File: config.mk
export PLATFORM = sky130hd
export DESIGN_NAME = cpu_state_seq
export DESIGN_NICKNAME = d
export VERILOG_FILES = /design/src/rtl/cpu_pkg.sv /design/src/rtl/cpu_state_seq.sv
export SDC_FILE = /design/constraint.sdc
export NUM_CORES = 1
export LEC_CHECK = 0
export ABC_AREA = 1
export CAP_MARGIN = 10
export CORE_MARGIN = 2
export CORE_UTILIZATION = 41
export DETAILED_ROUTE_END_ITERATION = 6
export GPL_TIMING_DRIVEN = 0
export PLACE_DENSITY = 0.8
export SETUP_SLACK_MARGIN = 0.02
export SLEW_MARGIN = 20
export SYNTH_ARGS = -nofsm -noshare
export SYNTH_HDL_FRONTEND = slang
export SYNTH_SLANG_ARGS = --single-unit
export TNS_END_PERCENT = 5
File: constraint.sdc
create_clock -name clk -period 1.59 [get_ports clk]
set_clock_uncertainty 0.05 [all_clocks]
set_input_delay 0.159 -clock clk [delete_from_list [all_inputs] [get_ports clk]]
set_output_delay 0.159 -clock clk [all_outputs]
set_load 0.02 [all_outputs]
File: src/rtl/cpu_pkg.sv
// cpu_pkg: shared definitions for the multi-cycle MIPS sequencer and the
// control decoder (CPU state encoding, opcode/funct constants, classifiers).
package cpu_pkg;

    typedef enum logic [2:0] {
        FETCH = 3'd0,
        LOAD  = 3'd1,
        MEM   = 3'd2,
        EXEC  = 3'd3,
        HALT  = 3'd4
    } state_t;

    localparam logic [5:0] OP_SPECIAL = 6'd0;
    localparam logic [5:0] OP_ADDIU   = 6'd9;
    localparam logic [5:0] OP_LB      = 6'd32;
    localparam logic [5:0] OP_LH      = 6'd33;
    localparam logic [5:0] OP_LWL     = 6'd34;
    localparam logic [5:0] OP_LW      = 6'd35;
    localparam logic [5:0] OP_LBU     = 6'd36;
    localparam logic [5:0] OP_LHU     = 6'd37;
    localparam logic [5:0] OP_LWR     = 6'd38;
    localparam logic [5:0] OP_SB      = 6'd40;
    localparam logic [5:0] OP_SH      = 6'd41;
    localparam logic [5:0] OP_SW      = 6'd43;

    localparam logic [5:0] FN_JR      = 6'd8;
    localparam logic [5:0] FN_JALR    = 6'd9;
    localparam logic [5:0] FN_MULT    = 6'd24;
    localparam logic [5:0] FN_MULTU   = 6'd25;
    localparam logic [5:0] FN_DIV     = 6'd26;
    localparam logic [5:0] FN_DIVU    = 6'd27;

    // Loads occupy the contiguous opcode range LB..LWR.
    function automatic logic is_load(input logic [5:0] op);
        return (op >= OP_LB) && (op <= OP_LWR);
    endfunction

    // Only SB, SH and SW are stores; SWL/SWR are not supported by this core.
    function automatic logic is_store(input logic [5:0] op);
        return (op == OP_SB) || (op == OP_SH) || (op == OP_SW);
    endfunction

    // Register-indirect jumps whose target comes from rs.
    function automatic logic is_jump_reg(input logic [5:0] op, input logic [5:0] fn);
        return (op == OP_SPECIAL) && ((fn == FN_JR) || (fn == FN_JALR));
    endfunction

    // Multiply/divide instructions that may need the HI/LO unit to settle.
    function automatic logic is_mult_div(input logic [5:0] op, input logic [5:0] fn);
        return (op == OP_SPECIAL) && (fn >= FN_MULT) && (fn <= FN_DIVU);
    endfunction

endpackage

File: src/rtl/cpu_state_seq.sv
// cpu_state_seq: multi-cycle FETCH/LOAD/MEM/EXEC/HALT sequencer for the
// bus-based MIPS core. Stalls on Avalon waitrequest, latches the instruction
// and load data, strobes the PC in EXEC and halts after the delay slot of a
// jump to HALT_ADDR.
// Optional feature: define MULTDIV_STALL_EN to add the md_busy input, which
// holds EXEC of MULT/MULTU/DIV/DIVU until the multiply/divide unit is done.
module cpu_state_seq
    import cpu_pkg::*;
#(
    parameter logic [31:0] RESET_VECTOR = 32'hBFC0_0000,
    parameter logic [31:0] HALT_ADDR    = 32'h0000_0000
) (
    input  logic        clk,
    input  logic        reset_n,
    input  logic        waitrequest,
    input  logic [31:0] readdata,
    input  logic [31:0] jump_target,
`ifdef MULTDIV_STALL_EN
    input  logic        md_busy,
`endif
    output logic [2:0]  state,
    output logic [31:0] instr,
    output logic [31:0] mem_data,
    output logic        pc_en,
    output logic        active
);

    state_t      r_state;
    state_t      w_nextState;
    logic [31:0] r_instr;
    logic [31:0] r_memData;
    logic        r_haltPend;

    logic [5:0]  w_opcode;
    logic [5:0]  w_funct;
    logic        w_memOp;
    logic        w_haltJump;
    logic        w_mdStall;
    logic        w_pcEn;

    assign w_opcode   = r_instr[31:26];
    assign w_funct    = r_instr[5:0];
    assign w_memOp    = is_load(w_opcode) || is_store(w_opcode);
    assign w_haltJump = is_jump_reg(w_opcode, w_funct) && (jump_target == HALT_ADDR);

`ifdef MULTDIV_STALL_EN
    assign w_mdStall  = is_mult_div(w_opcode, w_funct) && md_busy;
`else
    assign w_mdStall  = 1'b0;
`endif

    // State register; reset lands in FETCH with the CPU running.
    always_ff @(posedge clk or negedge reset_n) begin
        if (!reset_n) begin
            r_state <= FETCH;
        end else begin
            r_state <= w_nextState;
        end
    end

    // Next-state and PC strobe; EXEC retires only when no mult/div stall is pending.
    always_comb begin
        w_nextState = r_state;
        w_pcEn      = 1'b0;
        case (r_state)
            FETCH: begin
                if (!waitrequest) begin
                    w_nextState = LOAD;
                end
            end
            LOAD: begin
                w_nextState = MEM;
            end
            MEM: begin
                if (!w_memOp || !waitrequest) begin
                    w_nextState = EXEC;
                end
            end
            EXEC: begin
                if (!w_mdStall) begin
                    w_pcEn      = 1'b1;
                    w_nextState = r_haltPend ? HALT : FETCH;
                end
            end
            HALT: begin
                w_nextState = HALT;
            end
            default: begin
                w_nextState = FETCH;
            end
        endcase
    end

    // Instruction/load-data capture and the halt-after-delay-slot flag.
    always_ff @(posedge clk or negedge reset_n) begin
        if (!reset_n) begin
            r_instr    <= 32'h0;
            r_memData  <= 32'h0;
            r_haltPend <= 1'b0;
        end else begin
            if (r_state == LOAD) begin
                r_instr <= readdata;
            end
            if ((r_state == MEM) && is_load(w_opcode) && !waitrequest) begin
                r_memData <= readdata;
            end
            if (w_pcEn && w_haltJump) begin
                r_haltPend <= 1'b1;
            end
        end
    end

    // The PC block starts at RESET_VECTOR, which must be word aligned.
    a_resetVectorAligned: assert property (@(posedge clk) RESET_VECTOR[1:0] == 2'b00);

    assign state    = r_state;
    assign instr    = r_instr;
    assign mem_data = r_memData;
    assign pc_en    = w_pcEn;
    assign active   = (r_state != HALT);

endmodule

==> impl_metrics.json <==
{
  "status": "finished clean",
  "p_per_area_nw_per_um2": 1920,
  "synth_fp_nets": 397,
  "critPathMaxFanout": 2,
  "cts_root_buf": "clkbuf_8",
  "synthTopCellsByArea": "dfrtp_1 (57%), nand2_1 (11%), inv_1 (7.6%)",
  "critical-path-top-delay-family": "buffers and inverters",
  "path_cells": "clkdlybuf4s50_1",
  "rsz0062_at_grt": "no",
  "syn_inst": 330,
  "tightestPinTransition_ns": 0.524,
  "netlist_area_sq_um": 2970,
  "postLayoutCoreUtil_pct": 65.4,
  "synth_top_area_share_pct": 57.3,
  "synthArstFlopShare_pct": 100,
  "slowest_stage": "clkdlybuf4s50_1",
  "grt-ovfl-total": 0,
  "synth_most_common_cell": "nand2_1",
  "critPathArrivalTime_ns": 1.31,
  "drt-initial-drc-count": 97,
  "crit_end": "mem_data[2]",
  "start_util_pct": 41.6,
  "ios": 136,
  "cp-startpoint": "mem_data[2]",
  "grt_pass1_vias": 2572,
  "ys_top_cells_by_count": "nand2_1 (91), dfrtp_1 (68), inv_1 (60)",
  "cts_sinks": 68,
  "hp-class": "in2async",
  "hold_violations": 0,
  "drv_slew": 0,
  "synth_enable_flop_cells": 0,
  "syn_to_final_growth_pct": 57.2,
  "grt_pass1_wl_microns": 11700,
  "r2r_end": "instr[30]",
  "yosysUniqueCellTypes": 17,
  "die-area_sq_um": 7950,
  "dpl.hpwl_microns": 5570,
  "critPathRequiredTime_ns": 1.38,
  "ys.flop_type": "dfrtp_1",
  "nets": 545,
  "dr_total_vias": 2620,
  "routed_via_density": 4.52,
  "cts_buffers": 9,
  "first_pass_iters": 4,
  "max_cap_viol_count": 0,
  "cpPeakStageDelay_ns": 0.62,
  "maxSlewHeadroom_pct": 65.1,
  "fillCellCount": 616,
  "antenna_found_initial": 0,
  "synth_top_cell_by_area": "dfrtp_1",
  "wl_per_cell_microns": 12.9,
  "clk_latency_ns": 0.33,
  "die-height_microns": 89.1,
  "max-vdd-ir-drop_mv": 0.972,
  "grt_max_degree": 36,
  "clk_pin_slew_worst_paths_ns": 0.07,
  "numPortBuffers": 135,
  "setup_violations": 0,
  "critPathBufInv": 1,
  "critPathKind": "reg2out",
  "htreeDepth": 3,
  "cts_tree": "done",
  "layout-drive-gt1-share_pct": 11.6,
  "diodes": 0,
  "design.core.area_sq_um": 7140,
  "fin_ws_ns": 0.0704,
  "ys_seq_elements": 68,
  "r2r_start": "state[1]",
  "clk_path_buf_depth": 2,
  "core.rowCount": 31,
  "die-width_microns": 89.1,
  "min_period_over_period_pct": 95.6,
  "cp.depth": 1,
  "ant_nets": 0,
  "power.leakage_nw": 2.38,
  "fmax_mhz": 658,
  "fin_crit_ns": 1.52,
  "end_kind": "primary output",
  "gp_congestion": 0.722,
  "wirelength_microns": 7490,
  "post_cts_buffers": 0,
  "drc_errors": 0,
  "avgSynthCellArea_sq_um": 9.00,
  "ys_seq_area_share_pct": 57.3,
  "cp-start-kind": "flip-flop",
  "grt_usage_pct": 19.3,
  "r2r_cells": 5,
  "rrSetupSlack_ns": 0.12,
  "dp_slack_ns": 0.0650,
  "yosys_warnings": 0
}
==> logic make-up after synthesis <==
group,synth area share (%)
compound gates,13.9
buf+inv,12.5
simple gates,16.3
flops,57.3
==> layer usage <==
layer  vias up  part of all wire [%]  global-route usage, %  routed length (microns)
met1      1221                    42                   23.9                     3160
met2        91                    48                   32.6                     3630
met4         0                   1.4                   5.70                      104
met3        10                   8.0                   6.09                      597
met5         -                     0                      0                        0
li1       1298                     -                      -                        -
==> power breakdown <==
group	switching [W]	leakage (nW)	internal [W]	total (W)
Clock	0.000587	0.0941	0.000672	0.00126
Sequential	0.000529	0.847	0.00255	0.00308
Combinational	0.00245	1.44	0.00218	0.00462
==> worst reg2reg max path: stages (launching register included) <==
cell and delay, ns:
dfrtp_1 0.43, or3b_4 0.42, buf_6 0.16, buf_6 0.15
nand2_1 0.06, o21ai_1 0.06
==> flip-flops by register name, indices dropped and copies added, names as in the netlist <==
name	flops
r_haltPend	1
mem_data	32
instr	32
state	3
==> placed cells by master, fill, tap and decap left out, drive strengths merged <==
cell / netlist / final
or3b: 1 / 1
nor3: 1 / 1
o21ai: 64 / 64
dlymetal6s2s: 0 / 9
clkbuf: 1 / 13
dlygate4sd3: 0 / 1
dfrtp: 68 / 68
clkdlybuf4s50: 0 / 115
and2: 1 / 1
clkdlybuf4s15: 0 / 1
dlygate4sd2: 0 / 9
nand2b: 1 / 1
nand2: 91 / 91
inv: 60 / 60
buf: 13 / 15
nand4: 1 / 1
nand3: 5 / 5
clkinv: 0 / 2
a21boi: 1 / 1
nor2: 22 / 22
==> cell type report <==
type / count / area [sq um] / area share (%)
multi-input combinational: 188 / 903 / 19.3
tap: 99 / 124 / 2.65
sequential: 68 / 1700 / 36.4
timing repair buffer: 137 / 1390 / 29.8
buffer: 14 / 150 / 3.21
clock buffer: 12 / 165 / 3.54
inverter: 60 / 225 / 4.82
clock inverter: 2 / 10.0 / 0.214
==> worst min-delay path by stage <==
stage / from / endpoint / slack, ns / cells past startpoint
after floorplan: reset_n / instr[0] / -0.19 / 0
after global placement: r_haltPend / r_haltPend / 0.41 / 2
after detailed placement: reset_n / state[2] / 0.08 / 1
after CTS: reset_n / state[2] / 0.27 / 2
after global routing: reset_n / state[2] / 0.31 / 2
final: reset_n / state[2] / 0.27 / 2
==> stage by stage <==
step / instances / area, sq um / setup TNS (ns) / power [W] / hold slack [ns]
after CTS: 580 / 4640 / 0 / 0.00908 / 0.270
after global routing: 580 / 4670 / 0 / 0.00960 / 0.313
after global placement: 564 / 4450 / -127.06 / 0.00774 / 0.406
final: 580 / 4670 / 0 / 0.00897 / 0.266
after detailed placement: 565 / 4460 / 0 / 0.00786 / 0.0827
after floorplan: 330 / 2970 / 0 / 0.00555 / -0.187
==> what timing repair did <==
item | CTS | global route
hold buffers | 1 | 0
hold endpoints to repair | 33 | 0
endpoints found under the setup margin | 10 | 19
gates resized for setup | 12 | 12
pin swaps | 0 | 0
Note: power is estimated with default switching activity, not from simulation.
==> patch, RTL diff (same settings) <==
Add a define of `MULTDIV_STALL_EN`.
--- a/src/rtl/cpu_state_seq.sv
+++ b/src/rtl/cpu_state_seq.sv
@@ -4,6 +4,8 @@
 // jump to HALT_ADDR.
 // Optional feature: define MULTDIV_STALL_EN to add the md_busy input, which
 // holds EXEC of MULT/MULTU/DIV/DIVU until the multiply/divide unit is done.
+`define MULTDIV_STALL_EN
+
 module cpu_state_seq
     import cpu_pkg::*;
 #(
Ports: changed (added md_busy); port bits go from 136 to 137. No check against the original RTL was run, so the function may have changed too.
==> patch against the unedited design <==
  * The flow now finishes with violations (setup timing)
  * Register-to-register slack worse by 0.05 ns
  * Synthesized cell count is 0.30% lower
  * Design area up 3.6%
  * Sequential share of layout area down 1.2 points
  * Routed wire length up 10%
  * Sequential cell count stayed put
  * Via count grew 4.4%
  * Area after synthesis rose by 1.3%
  * First-iteration DRC count down 8.2%
  * Power grew 8.1%
  * Setup slack worse by 0.095 ns
  * Non-clock buffer count grew 3
  * Critical endpoint is now pc_en
==> patch: results (changes against the unedited design) <==
Placement
  • HPWL after DPL: 6150 microns (+11%)
  • Post-DP Area: 4510 sq um (+1.1%)
  • I/O Buffers: 136 (+0.74%)
  • Post-place setup slack: -0.280 ns (-0.345 ns)
  • Global placer's final weighted congestion: 0.812 (+13%)

Global route
  • Gr usage total: 20.7% (+1.4 points)
  • Vias in the first global route: 2,802 (+8.9%)
  • Initial antenna violation count: 0 (unchanged)
  • First-pass GRT wire length: 13,500 microns (+15%)
  • Pin count of the biggest net entering global routing: 44 (+22%)

Logic synthesis
  • Post-synthesis sequential area ratio: 56.5% (-0.76 points)
  • Commonest cells in the netlist: nand2_1 (83), dfrtp_1 (68), inv_1 (43)
  • Post-Syn Instances: 329 (-0.30%)
  • Post-synthesis cell type count: 21 (+4)
  • Synth top area cells: dfrtp_1 (57%), nand2_1 (10%), o21ai_2 (9.3%)

Cells and area
  • Post-route insts no fill: 585 (+0.86%)
  • Nets: 549 (+0.73%)
  • Finished layout cell area: 4840 sq um (+3.6%)
  • Layout cells sized above 1: 17.3% (+5.6 points)
  • Layout fillers: 568 (-7.8%)

STA
  • Setup TNS: -0.0246 ns (-0.0246 ns)
  • PnR worst setup slack: -0.0246 ns (-0.0950 ns)
  • Final setup fails: 1 (+1)
  • Worst rel slew slack: 71.6% (+6.5 points)

Worst setup path
  • Setup crit start: instr[28]
  • Slowest stage delay, CP: 0.44 ns (-0.18 ns)
  • Critical path fanouts, max: 4 (+2)
  • Slowest CP cell: dfrtp_1
  • CP top delay family: simple AND/OR/NAND/NOR gates
  • Critical path arrival: 1.41 ns (+0.10 ns)

Outcome
  • Status: finished, violations left
  • Failing checks: setup timing

CTS
  • Later-pin clock latency in the skew report: 0.33 ns (about the same)

Drt
  • DR WL/cell: 14.1 microns (+9.1%)
  • First-pass iteration count of the detailed router: 5 (+1)
  • DR iter-0 viols: 89 (-8.2%)
  • Routed vias/inst: 4.68 (+3.5%)

Pwr
  • Peak supply drop: 1.09 mV (+12%)
  • Leak pwr: 2.31 nW (-2.9%)
patch: logic make-up after synthesis:
logic type             synth area share [%]
and+or+nand+nor                        18.9
AOI/OAI and AO/OA                      15.6
DFF                                    56.5
buffers and inverters                  9.02
patch: layer usage:
metal	vias up	track usage (%)	routed length [microns]
met5	-	0	0
met4	0	7.31	113
met3	11	6.37	610
met2	96	36.0	4180
met1	1286	24.4	3340
li1	1342	-	-
patch: worst paths after layout:
check	slack, ns	cells after the start	to
setup / recovery	-0.02	5	pc_en
hold / removal	0.26	2	instr[30]
setup reg to reg	0.07	5	instr[13]
hold reg to reg	0.40	2	r_haltPend
max in group asynchronous	0.68	3	mem_data[5]
min in group clk	0.35	3	mem_data[9]
patch: layout make-up:
class / instances / share of cell area [%]
plain buffers: 13 / 2.07
clock buffers: 12 / 3.21
clock inverters: 4 / 1.96
inverters: 46 / 3.62
multi-input cells: 202 / 22.2
flip-flops and latches: 68 / 35.3
well taps: 99 / 2.56
repair buffers: 141 / 29.1
patch: what timing repair did:
item / 4_1_cts / 5_1_grt
setup buffers: 0 / 3
endpoints found under the hold margin: 25 / 0
hold buffers: 1 / 0
pin swaps: 0 / 3
endpoints found under the setup margin: 11 / 53
resized for setup: 18 / 21
patch: worst reg2reg max path: cells and delay by family (launching register included):
family                 cells  cell delay, ns
buffers and inverters      3            0.67
flip-flops                 1            0.42
AO/OA/AOI/OAI              1            0.15
AND/OR/NAND/NOR            1            0.10
patch: power by group:
group | internal (mW) | total (mW) | switching (mW)
sequential | 2.57 | 3.16 | 0.594
combinational | 2.17 | 4.78 | 2.61
clock | 1.13 | 1.75 | 0.625
total | 5.87 | 9.70 | 3.83
